--- src/rtl/shared_adder_sched_if.sv ---
// Requester, shared-adder and response signals of the round-robin adder scheduler.
// slave = scheduler side; master = requesters, adder and response consumer.
interface shared_adder_sched_if #(
    parameter int NREQ = 4,
    parameter int W    = 22,
    parameter int IDW  = 2
);
    logic [NREQ-1:0]   req_valid;
    logic [NREQ-1:0]   req_ready;
    logic [NREQ*W-1:0] req_a;
    logic [NREQ*W-1:0] req_b;
    logic [NREQ-1:0]   req_cin;
    logic [NREQ-1:0]   req_last;

    logic [W-1:0]      add_a;
    logic [W-1:0]      add_b;
    logic              add_cin;
    logic [W-1:0]      add_sum;
    logic              add_cout;

    logic              rsp_valid;
    logic              rsp_ready;
    logic [W-1:0]      rsp_sum;
    logic              rsp_cout;
    logic [IDW-1:0]    rsp_id;
    logic              rsp_last;

    modport slave (
        input  req_valid, req_a, req_b, req_cin, req_last,
        output req_ready,
        output add_a, add_b, add_cin,
        input  add_sum, add_cout,
        output rsp_valid, rsp_sum, rsp_cout, rsp_id, rsp_last,
        input  rsp_ready
    );

    modport master (
        output req_valid, req_a, req_b, req_cin, req_last,
        input  req_ready,
        input  add_a, add_b, add_cin,
        output add_sum, add_cout,
        input  rsp_valid, rsp_sum, rsp_cout, rsp_id, rsp_last,
        output rsp_ready
    );
endinterface

--- src/rtl/shared_adder_sched.sv ---
// Round-robin scheduler sharing one combinational W-bit adder between NREQ requesters,
// with chained multi-beat carries and a one-entry registered response stage.
module shared_adder_sched #(
    parameter int NREQ = 4,
    parameter int W    = 22,
    parameter int IDW  = 2
) (
    input  logic                  clk,
    input  logic                  rst_n,
    shared_adder_sched_if.slave   bus
);
    localparam int             IW1    = IDW + 1;
    localparam logic [IDW:0]   NREQ_L = IW1'(NREQ);

    typedef enum logic {IDLE, LOCK} state_t;

    state_t         state, state_nx;
    logic [IDW-1:0] rr_ptr, grant, winner, owner;
    logic           carry_q;
    logic           win_found, has_owner, space, accept;
    logic [W-1:0]   own_a, own_b;
    logic           own_cin, own_last, own_valid;

    function automatic logic [IDW-1:0] wrap_inc(input logic [IDW-1:0] v, input int step);
        logic [IDW:0] s;
        s = {1'b0, v} + IW1'(step);
        if (s >= NREQ_L) s = s - NREQ_L;
        return s[IDW-1:0];
    endfunction

    // Cyclic search from rr_ptr; iterating downwards lets the closest index win.
    always_comb begin
        win_found = 1'b0;
        winner    = '0;
        for (int k = NREQ - 1; k >= 0; k--) begin
            if (bus.req_valid[wrap_inc(rr_ptr, k)]) begin
                win_found = 1'b1;
                winner    = wrap_inc(rr_ptr, k);
            end
        end
    end

    always_comb begin
        has_owner = (state == LOCK) | win_found;
        owner     = (state == LOCK) ? grant : winner;
        own_a     = '0;
        own_b     = '0;
        own_cin   = 1'b0;
        own_last  = 1'b0;
        own_valid = 1'b0;
        for (int i = 0; i < NREQ; i++) begin
            if (has_owner && owner == IDW'(i)) begin
                own_a     = bus.req_a[i*W +: W];
                own_b     = bus.req_b[i*W +: W];
                own_cin   = bus.req_cin[i];
                own_last  = bus.req_last[i];
                own_valid = bus.req_valid[i];
            end
        end
    end

    assign space  = !bus.rsp_valid | bus.rsp_ready;
    assign accept = space & own_valid;

    // The adder sees only owner state, never rsp_ready.
    assign bus.add_a   = own_a;
    assign bus.add_b   = own_b;
    assign bus.add_cin = has_owner & ((state == IDLE) ? own_cin : carry_q);

    always_comb begin
        bus.req_ready = '0;
        for (int i = 0; i < NREQ; i++) begin
            bus.req_ready[i] = rst_n & space & has_owner & (owner == IDW'(i));
        end
    end

    always_comb begin
        state_nx = state;
        if (accept) state_nx = own_last ? IDLE : LOCK;
    end

    // Response stage boundary: adder result captured one cycle after acceptance.
    always_ff @(posedge clk or negedge rst_n) begin
        if (!rst_n) begin
            state         <= IDLE;
            rr_ptr        <= '0;
            grant         <= '0;
            carry_q       <= 1'b0;
            bus.rsp_valid <= 1'b0;
            bus.rsp_sum   <= '0;
            bus.rsp_cout  <= 1'b0;
            bus.rsp_id    <= '0;
            bus.rsp_last  <= 1'b0;
        end else begin
            state <= state_nx;
            if (accept) begin
                grant         <= owner;
                carry_q       <= bus.add_cout;
                bus.rsp_valid <= 1'b1;
                bus.rsp_sum   <= bus.add_sum;
                bus.rsp_cout  <= bus.add_cout;
                bus.rsp_id    <= owner;
                bus.rsp_last  <= own_last;
                if (own_last) rr_ptr <= wrap_inc(owner, 1);
            end else if (bus.rsp_ready) begin
                bus.rsp_valid <= 1'b0;
            end
        end
    end
endmodule

--- src/flat_wrapper.sv ---
// flat-port wrapper written by rule: the top's interface ports become plain ports
module shared_adder_sched_flat 
#(
    parameter int NREQ = 4,
    parameter int W    = 22,
    parameter int IDW  = 2
)
  (clk, rst_n, bus_req_valid, bus_req_a, bus_req_b, bus_req_cin, bus_req_last, bus_req_ready, bus_add_a, bus_add_b, bus_add_cin, bus_add_sum, bus_add_cout, bus_rsp_valid, bus_rsp_sum, bus_rsp_cout, bus_rsp_id, bus_rsp_last, bus_rsp_ready);
  shared_adder_sched_if #(.NREQ(NREQ), .W(W), .IDW(IDW)) bus_i ();
  input  logic clk;
  input  logic rst_n;
  input wire logic [$bits(bus_i.req_valid)-1:0] bus_req_valid;
  input wire logic [$bits(bus_i.req_a)-1:0] bus_req_a;
  input wire logic [$bits(bus_i.req_b)-1:0] bus_req_b;
  input wire logic [$bits(bus_i.req_cin)-1:0] bus_req_cin;
  input wire logic [$bits(bus_i.req_last)-1:0] bus_req_last;
  output wire logic [$bits(bus_i.req_ready)-1:0] bus_req_ready;
  output wire logic [$bits(bus_i.add_a)-1:0] bus_add_a;
  output wire logic [$bits(bus_i.add_b)-1:0] bus_add_b;
  output wire logic [$bits(bus_i.add_cin)-1:0] bus_add_cin;
  input wire logic [$bits(bus_i.add_sum)-1:0] bus_add_sum;
  input wire logic [$bits(bus_i.add_cout)-1:0] bus_add_cout;
  output wire logic [$bits(bus_i.rsp_valid)-1:0] bus_rsp_valid;
  output wire logic [$bits(bus_i.rsp_sum)-1:0] bus_rsp_sum;
  output wire logic [$bits(bus_i.rsp_cout)-1:0] bus_rsp_cout;
  output wire logic [$bits(bus_i.rsp_id)-1:0] bus_rsp_id;
  output wire logic [$bits(bus_i.rsp_last)-1:0] bus_rsp_last;
  input wire logic [$bits(bus_i.rsp_ready)-1:0] bus_rsp_ready;
  assign bus_i.req_valid = bus_req_valid;
  assign bus_i.req_a = bus_req_a;
  assign bus_i.req_b = bus_req_b;
  assign bus_i.req_cin = bus_req_cin;
  assign bus_i.req_last = bus_req_last;
  assign bus_req_ready = bus_i.req_ready;
  assign bus_add_a = bus_i.add_a;
  assign bus_add_b = bus_i.add_b;
  assign bus_add_cin = bus_i.add_cin;
  assign bus_i.add_sum = bus_add_sum;
  assign bus_i.add_cout = bus_add_cout;
  assign bus_rsp_valid = bus_i.rsp_valid;
  assign bus_rsp_sum = bus_i.rsp_sum;
  assign bus_rsp_cout = bus_i.rsp_cout;
  assign bus_rsp_id = bus_i.rsp_id;
  assign bus_rsp_last = bus_i.rsp_last;
  assign bus_i.rsp_ready = bus_rsp_ready;
  shared_adder_sched #(.NREQ(NREQ), .W(W), .IDW(IDW)) u_core (.clk(clk), .rst_n(rst_n), .bus(bus_i));
endmodule
--- config.mk ---
export PLATFORM = sky130hd
export DESIGN_NAME = shared_adder_sched_flat
export DESIGN_NICKNAME = d
export VERILOG_FILES = /design/src/rtl/shared_adder_sched_if.sv /design/src/rtl/shared_adder_sched.sv /design/src/flat_wrapper.sv
export SDC_FILE = /design/constraint.sdc
export NUM_CORES = 1
export LEC_CHECK = 0
export ABC_AREA = 1
export BUFFER_PORTS_ARGS = -buffer_cell sky130_fd_sc_hd__buf_4
export CAP_MARGIN = 25
export CORE_AREA = 4 4 112 114
export DETAILED_ROUTE_END_ITERATION = 8
export DIE_AREA = 0 0 116 118
export PLACE_DENSITY = 0.63
export SYNTH_ARGS = -nofsm -noshare
export SYNTH_HDL_FRONTEND = slang
export SYNTH_SLANG_ARGS = --single-unit
--- constraint.sdc ---
create_clock -name clk -period 3.06 [get_ports clk]
set_input_delay 0.306 -clock clk [delete_from_list [all_inputs] [get_ports clk]]
set_output_delay 0.306 -clock clk [all_outputs]
set_load 0.05 [all_outputs]
* After elaboration in Yosys (flattened, before gate mapping)
Index checks and enable logic that the tools add are counted.
** Storage, ports and cells
- Register bits after elaboration :: 30
- Bits of input ports :: 214
- Output and inout port bits :: 76
- Word-level logic and storage cells :: 92
** Cells by class
- Add/subtract/negate cells :: 9
- Magnitude comparators :: 9
- Equality and inequality tests :: 3
- Muxes and demuxes :: 46
- Bitwise logic cells :: 10
- Reduce and logical (&&, ||, !) cells :: 8
** Operator list (number)
- two-way mux 22 bit :: 8
- two-way mux 1 bit :: 24
- two-way mux 2 bit :: 10
- greater-or-equal comparator 3 bit, second input constant :: 4
- less-than comparator 2 x 3 -> 1 bit, second input constant :: 4
- subtractor 2 x 1 -> 2 bit, second input constant :: 5
- bitwise AND 1 bit :: 8
- binary-select mux 1 bit (select 2 bit) :: 4
- adder 2 x 1 -> 3 bit, second input constant :: 2
- adder 2 x 2 -> 3 bit, second input constant :: 2
- == test 2 bit, second input constant :: 2
- logical AND 1 bit :: 4
- greater-or-equal comparator 2 x 3 -> 1 bit, second input constant :: 1
- == test 2 x 1 -> 1 bit, second input constant :: 1
- logical NOT 2 bit :: 1
- OR 1 bit :: 2
- AND reduction 2 bit :: 1
- nonzero test 2 bit :: 1
- logical NOT 1 bit :: 1

* Logic depth before layout (Yosys ltp)
Gate-level depths: netlist of the first run.
- Depth in word-level cells :: 18
- Depth in mapped cells :: 24
- Depth with buffers taken out :: 22

* Least setup slack after synthesis of the first run
No wires, ideal clock.
- Path kind :: flip-flop to output port
- From :: register u_core.rr_ptr[0]
- To :: output port bus_add_cin
- Data arrival time :: 2939 ps
- Required time :: 2754 ps
- Setup slack :: -185 ps
- Cell stages (with the launch flop) :: 19
- Path buffers :: 2
- Path through :: dfrtp_1 > buf_4 > inv_2 > nand2_1 > nand2_2 > nand2_1 > nand2_1 > nor2_2 > nor2_1 > nand3b_1 > nand3_1 > o21ai_0 > inv_1 > ha_1 > clkbuf_1 > nand3_1 > nand3_1 > nand3_1 > a21oi_1
** Between the ends
- Word-level cells in the longest chain between the ends :: 18
- Elaborated cells between the ends (all ways) :: 47
- Classes of those cells :: add/sub: 7; order compare: 4; eq/ne: 3; mux: 26; bitwise: 2; reduce/logical: 5
** Ends and longest elaborated chain
- start: declaration :: RTL line shared_adder_sched.sv:18 : logic [IDW-1:0] rr_ptr, grant, winner, owner;
- start signal: assignment :: RTL line shared_adder_sched.sv:104 : if (own_last) rr_ptr <= wrap_inc(owner, 1);
- adder 2 x 2 -> 3 bit :: RTL line shared_adder_sched.sv:26 : s = {1'b0, v} + IW1'(step);
- greater-or-equal comparator 3 bit / subtractor 2 x 1 -> 2 bit (equally long branches) :: RTL line shared_adder_sched.sv:27 : if (s >= NREQ_L) s = s - NREQ_L;
- two-way mux 2 bit :: RTL line shared_adder_sched.sv:27
- binary-select mux 1 bit (select 2 bit) :: RTL line shared_adder_sched.sv:36 : if (bus.req_valid[wrap_inc(rr_ptr, k)]) begin
- two-way mux 1 bit (implied by the code) :: RTL line shared_adder_sched.sv:36
- two-way mux 2 bit (3 in a row) :: RTL line shared_adder_sched.sv:36
- two-way mux 2 bit * :: RTL line shared_adder_sched.sv:36
- two-way mux 2 bit * :: RTL line shared_adder_sched.sv:45 : owner = (state == LOCK) ? grant : winner;
- named net u_core.owner[0] :: RTL line shared_adder_sched.sv:18
- logical NOT 2 bit :: RTL line shared_adder_sched.sv:52 : if (has_owner && owner == IDW'(i)) begin
- logical AND 1 bit :: RTL line shared_adder_sched.sv:52
- two-way mux 1 bit (3 in a row) :: RTL line shared_adder_sched.sv:52
- two-way mux 1 bit * :: RTL line shared_adder_sched.sv:52
- two-way mux 1 bit * :: RTL line shared_adder_sched.sv:68 : assign bus.add_cin = has_owner & ((state == IDLE) ? own_cin : carry_q);
- bitwise AND 1 bit * :: RTL line shared_adder_sched.sv:68
- end: declaration :: RTL line flat_wrapper.sv:20 : output wire logic [$bits(bus_i.add_cin)-1:0] bus_add_cin;
The timed path passes the listed nets; every way through them passes the cells marked *. The select of a mux whose other input is x is not followed.

* Final worst setup path of the first run
Same ends and word-level chain as after synthesis.

==> flow_summary.yaml, run 1 <==
grt:
  grt_max_degree: 52
  grt_pass1_wl_um: 25800
  antenna_found_initial: 1
  grt_usage_pct: 23.4
  grt_pass1_vias: 5055
  grt_overflow: 0
clock_network:
  clockBufferDepth: 2
  cts_tree: "done"
  clkSinkCount: 30
  tritoncts.num_buffers: 5
  cts-root-buf: "clkbuf_16"
  path_clk_slew_ns: 0.05
  worst_skew_pair.late_latency_ns: 0.27
  htree_levels: 2
status:
  status: "complete, but fails checks"
  violations: "negative setup slack"
worst_setup_path:
  crit_fanout: 8
  cp-end-kind: "output pin"
  r2r_slack_ns: 0.22
  startpoint_type: "flip-flop"
  r2r-end: "u_core.bus.rsp_sum[1]$_DFFE_PN0P_"
  worst-setup-path-type: "flip-flop to output pin"
  cp.arrival_ns: 2.82
  cp.required_ns: 2.75
  timing.rr.start: "u_core.rr_ptr[0]$_DFFE_PN0P_"
  r2r_cells: 19
synthesis:
  synth.top_cell.area_share_pct: 28.2
  synth_fa_ha_area_share_pct: 1.52
  synth_cells: 578
  synth_cell_types: 24
  netlist_area_mm2: 0.00330
  seq_area_frac_synth_pct: 22.8
  syn_nets: 796
  synth-xor-area-share_pct: 0
  synthTopCellsByArea: "nand2_1 28%, dfrtp_1 23%, nand4_1 9.3%"
  synth_largest_area_cell: "nand2_1"
  yosys.area_share.simple_pct: 55.5
  avgSynthCellArea_um2: 5.70
  synth-compound-area-share_pct: 10.4
  ys_ff_latch: 30
  ys_warn_count: 0
  synthMuxAreaShare_pct: 0
  synth_top_family_by_area: "simple AND/OR/NAND/NOR gates"
placed_design:
  routabilityCongestion: 0.962
  dp_cells: 978
  io_buffers: 289
  place_hpwl_um: 12800
  dp_slack_ns: -0.0588
drt:
  num_vias: 5189
  wl_per_cell_um: 17.3
  antenna_left: 0
  vias_per_cell: 5.13
  drt_iter0_drc: 541
  drcViolationCount: 0
  drtPass1Iterations: 7
  routed_wl_um: 17500
timing:
  post-route-period-util_pct: 102
  finalClockSkew_ns: 0.00563
  rsz0062_at_grt: "true"
  fmax_ghz: 0.320
  final_hold_viol_count: 0
  maxSlewViolCount: 0
  tightest_slew_ns: 0.479
  setup_violations: 22
  whs_ns: 0.223
  period_needed_ns: 3.13
  fin_ws_ns: -0.0679
  relSlewSlack_pct: 68.0
cells_and_area:
  final-seq-area_um2: 752
  multi_input_area_mm2: 0.00251
  stdcell_count: 1011
  layout-drive-gt1-share_pct: 49.7
  fillerInstances: 1057
  nNetsFinal: 1085
  area_growth_pct: 106
floorplan:
  die_h_um: 118
  rows: 39
  die_area_mm2: 0.0137
  num_io_pins: 290
  start_util_pct: 28.9
  die-width_um: 116
  coreArea_mm2: 0.0114
job:
  cap_violations: 0
min_path:
  hold_path_end: "u_core.bus.rsp_sum[4]$_DFFE_PN0P_"
  hold_start: "bus_add_sum[4]"
  hold_depth: 3
  hp-class: "input port to flip-flop"
-- state kept, by name (all words and copies together), names as in the netlist --
signal                flops
u_core.bus.rsp_cout       1
u_core.bus.rsp_sum       22
u_core.rr_ptr             2
u_core.bus.rsp_id         2
u_core.bus.rsp_valid      1
u_core.bus.rsp_last       1
u_core.state              1
-- metrics by stage --
step / instance area, um2 / TNS [ns] / util, %
2_1_floorplan: 3420 / -0.100 / -
3_3_place_gp: 5760 / 0 / 50.5
3_5_place_dp: 5760 / -0.938 / 50.5
4_1_cts: 6400 / -0.0170 / 56.1
5_1_grt: 6770 / -6.92 / 59.3
6_report: 6770 / -0.464 / 59.3
-- area by class of cell --
class                           instances  area share [%]
Antenna cell                            1          0.0369
Clock inverter                          1           0.443
Clock buffer                            6            2.05
Tap cell                              143            2.64
Sequential cell                        30            11.1
Inverter                               19            1.20
Multi-Input combinational cell        480            37.1
Timing Repair Buffer                  331            45.4
-- worst max path at each step --
| stage | from | end | slack (ns) |
|---|---|---|---|
| 2_1_floorplan | u_core.rr_ptr[0]$_DFFE_PN0P_ | bus_add_a[10] | -0.01 |
| 3_3_place_gp | u_core.rr_ptr[0]$_DFFE_PN0P_ | u_core.bus.rsp_sum[6]$_DFFE_PN0P_ | 0.11 |
| 3_5_place_dp | u_core.rr_ptr[0]$_DFFE_PN0P_ | u_core.bus.rsp_sum[19]$_DFFE_PN0P_ | -0.06 |
| 4_1_cts | u_core.rr_ptr[0]$_DFFE_PN0P_ | bus_add_cin | -0.02 |
| 5_1_grt | u_core.rr_ptr[0]$_DFFE_PN0P_ | bus_add_a[20] | -0.22 |
| 6_report | u_core.rr_ptr[0]$_DFFE_PN0P_ | bus_add_cin | -0.07 |
-- cell usage in the layout, fill, tap and decap left out, types with 18 or more instances in the layout --
cell type	Yosys	final
buf_4	9	261
nand2_1	248	187
nand2_2	3	60
nand3_1	58	55
nor2_1	54	53
nand4_1	49	49
a31oi_1	44	43
buf_8	0	33
dfrtp_1	30	29
buf_6	0	18
-- critical path: stages (launching register included) --
cell and delay [ns]:
dfrtp_2 0.49, buf_6 0.15, o21ai_4 0.17, nand2_2 0.10
nand3_2 0.09, nand4_1 0.07, nand4_1 0.09, o21ai_2 0.11
inv_2 0.13, buf_6 0.11, ha_4 0.17, buf_12 0.12
buf_12 0.11, nand4_1 0.11, nand3_1 0.12, nand3_2 0.09
a21oi_2 0.15, buf_6 0.17
-- synth_stat cells (all sizes together) --
cell / instances
nor2: 55
a21oi: 3
or2: 1
nand3b: 1
ha: 4
dfrtp: 30
a31oi: 44
nand4: 49
inv: 19
o21ai: 7
nor3: 1
clkbuf: 15
buf: 34
o21bai: 2
nand2: 254
nand3: 59
-- routing by layer --
metal	part of all wire, %	global-route usage (%)	routed length [um]	up-vias
li1	-	-	-	2523
met4	3.0	8.77	530	0
met5	0	0	0	-
met2	51	41.0	8960	239
met1	37	27.4	6450	2388
met3	9.1	4.99	1600	39
-- cell families (layout without fill, tap and decap cells) --
kind of cell,Yosys count,in the layout
other,0,1
adder cells (fa/ha/maj),4,4
flip-flops,30,30
AND/OR/NAND/NOR,420,420
AO/OA/AOI/OAI,56,56
buffers and inverters,68,357
-- timing repair --
item / CTS / global route
pin swaps: 13 / 23
gates cloned: 5 / 2
endpoints found under the hold margin: 30 / 0
hold buffers: 1 / 0
endpoints found under the setup margin: 69 / 70
resized for setup: 58 / 79
setup buffers: 12 / 6
Power of run 1 is left out: the tool's default activity adds up to more than one toggle a clock period on the data nets, which glitch-free logic cannot reach.
==> inputs of run 2 (changes only) <==
--- a/config.mk
+++ b/config.mk
@@ -16,2 +16,3 @@
 export SYNTH_HDL_FRONTEND = slang
 export SYNTH_SLANG_ARGS = --single-unit
+export TNS_END_PERCENT = 10
==> constraint.sdc (replaced) <==
create_clock -name clk -period 3.06 [get_ports clk]
set_input_delay 0.459 -clock clk [delete_from_list [all_inputs] [get_ports clk]]
set_output_delay 0.459 -clock clk [all_outputs]
set_load 0.05 [all_outputs]
==> flow_summary.yaml, run 2 (synthesized netlist as in run 1, its figures left out) <==
status:
  status: "complete, but fails checks"
  violations: "negative setup slack"
worst_setup_path:
  startpoint_type: "flip-flop"
  cp.required_ns: 2.60
  cp-end-kind: "output pin"
  r2r-end: "u_core.bus.rsp_sum[6]$_DFFE_PN0P_"
  r2r_cells: 23
  cp.arrival_ns: 2.80
  timing.rr.start: "u_core.rr_ptr[0]$_DFFE_PN0P_"
  worst-setup-path-type: "flip-flop to output pin"
  r2r_slack_ns: 0.17
  crit_fanout: 8
drt:
  m1WireLength_um: 6210
  wl_per_cell_um: 16.9
  vias_per_cell: 5.13
  dr.max_layer_used: "met4"
  routed_wl_um: 17400
  drcViolationCount: 0
  antenna_left: 0
  drt_iter0_drc: 552
  wl_met3_um: 1740
  met2WireLength_um: 9040
  drtPass1Iterations: 6
  num_vias: 5279
floorplan:
  coreArea_mm2: 0.0114
  die_area_mm2: 0.0137
  rows: 39
  die-width_um: 116
  die_h_um: 118
  num_io_pins: 290
  start_util_pct: 28.9
clock_network:
  cts_tree: "done"
  htree_levels: 2
  worst_skew_pair.late_latency_ns: 0.27
  cts_hold_buf: 0
  cts-root-buf: "clkbuf_16"
  tritoncts.num_buffers: 5
  clkSinkCount: 30
  clockBufferDepth: 2
  path_clk_slew_ns: 0.05
grt:
  grt_usage_pct: 23.2
  grt_overflow: 0
  grt_pass1_wl_um: 25900
  antenna_found_initial: 1
  grt_pass1_vias: 5134
  grt_max_degree: 43
cells_and_area:
  area_growth_pct: 109
  nNetsFinal: 1103
  fillerInstances: 1063
  largest_reg_flops: 22
  layout_common_cells: "275 x buf_4, 187 x nand2_1, 63 x nand2_2, 55 x nand3_1, 49 x nand4_1"
  reg_top3: "u_core.bus.rsp_sum: 22 flops, u_core.bus.rsp_id: 2 flops, u_core.rr_ptr: 2 flops"
  largest-register: "u_core.bus.rsp_sum"
  layout_commonest_cell: "buf_4"
  layout-drive-gt1-share_pct: 51.9
  fin_area_mm2: 0.00687
timing:
  period_needed_ns: 3.26
  relSlewSlack_pct: 73.1
  tightest_slew_ns: 0.403
  post-route-period-util_pct: 106
  fin_ws_ns: -0.195
  maxSlewViolCount: 0
  finalClockSkew_ns: 0.00299
  setup_violations: 47
  rsz0062_at_grt: "true"
  whs_ns: 0.109
  fmax_ghz: 0.307
  final_hold_viol_count: 0
placed_design:
  dpl_cell_area_mm2: 0.00596
  io_buffers: 289
  routabilityCongestion: 0.955
  place_hpwl_um: 13200
min_path:
  hp-class: "input port to async pin"
job:
  cap_violations: 0
-- run 2: cell count changes in the layout (fill, tap and decap cells not counted), moves of 4 or more --
cell    change
buf_8       -4
nor2_2      +4
nor2_1      -5
buf_6      +10
buf_4      +14
-- run 2: routing by layer --
metal / GRT usage, % / up-vias
met1: 26.1 / 2417
met3: 5.24 / 38
met5: 0 / -
met4: 7.69 / 0
li1: - / 2550
met2: 42.3 / 274
-- run 2: how the worst max path moves through the flow --
stage,start,end,slack [ns],depth (start not counted)
final,u_core.rr_ptr[0]$_DFFE_PN0P_,bus_add_b[14],-0.20,19
after global routing,u_core.rr_ptr[0]$_DFFE_PN0P_,bus_add_b[7],-0.38,19
after CTS,u_core.rr_ptr[0]$_DFFE_PN0P_,bus_add_b[14],-0.17,20
after detailed placement,u_core.rr_ptr[0]$_DFFE_PN0P_,bus_add_b[14],-0.12,18
after global placement,u_core.rr_ptr[0]$_DFFE_PN0P_,bus_add_b[15],-0.07,19
after floorplan,u_core.rr_ptr[0]$_DFFE_PN0P_,bus_add_a[0],-0.04,19
-- run 2: layout make-up --
type                    instances  area, um2  share of cell area (%)
repair buffers                349       3180                    46.3
multi-input cells             480       2530                    36.9
flip-flops and latches         30        752                    10.9
well taps                     143        179                    2.60
clock buffers                   6        139                    2.02
inverters                      19       73.8                    1.07
clock inverters                 2       12.5                   0.182
diodes                          1       2.50                  0.0364
-- run 2: through the flow --
stage	instances	util (%)	setup slack [ns]	setup TNS (ns)
floorplan	578	-	-0.0426	-1.71
global placement	1003	52.2	-0.0671	-0.511
detailed placement	1003	52.2	-0.116	-2.33
CTS	1024	58.5	-0.169	-5.20
global route	1030	60.2	-0.378	-13.90
finish	1030	60.2	-0.195	-5.34
-- run 2: critical path: stages, from the launching register on --
cell      delay, ns
dfrtp_2        0.47
buf_6          0.16
nand2_2        0.06
nand2_2        0.07
nand2_2        0.07
nand2_2        0.06
nor2_2         0.12
nor2_1         0.05
nand3b_1       0.09
nand3_2        0.10
o21ai_4        0.10
inv_2          0.08
ha_4           0.20
nand2_8        0.11
buf_12         0.13
nand4_1        0.09
a31oi_2        0.24
nand2_1        0.10
nand2_2        0.09
buf_8          0.14
-- run 2: repair_timing --
action	CTS	global route
buffers inserted	11	5
endpoints found under the setup margin	49	74
pin swaps	19	37
cloned	3	2
gates resized for setup	103	42
Power of run 2 is left out for the same reason.
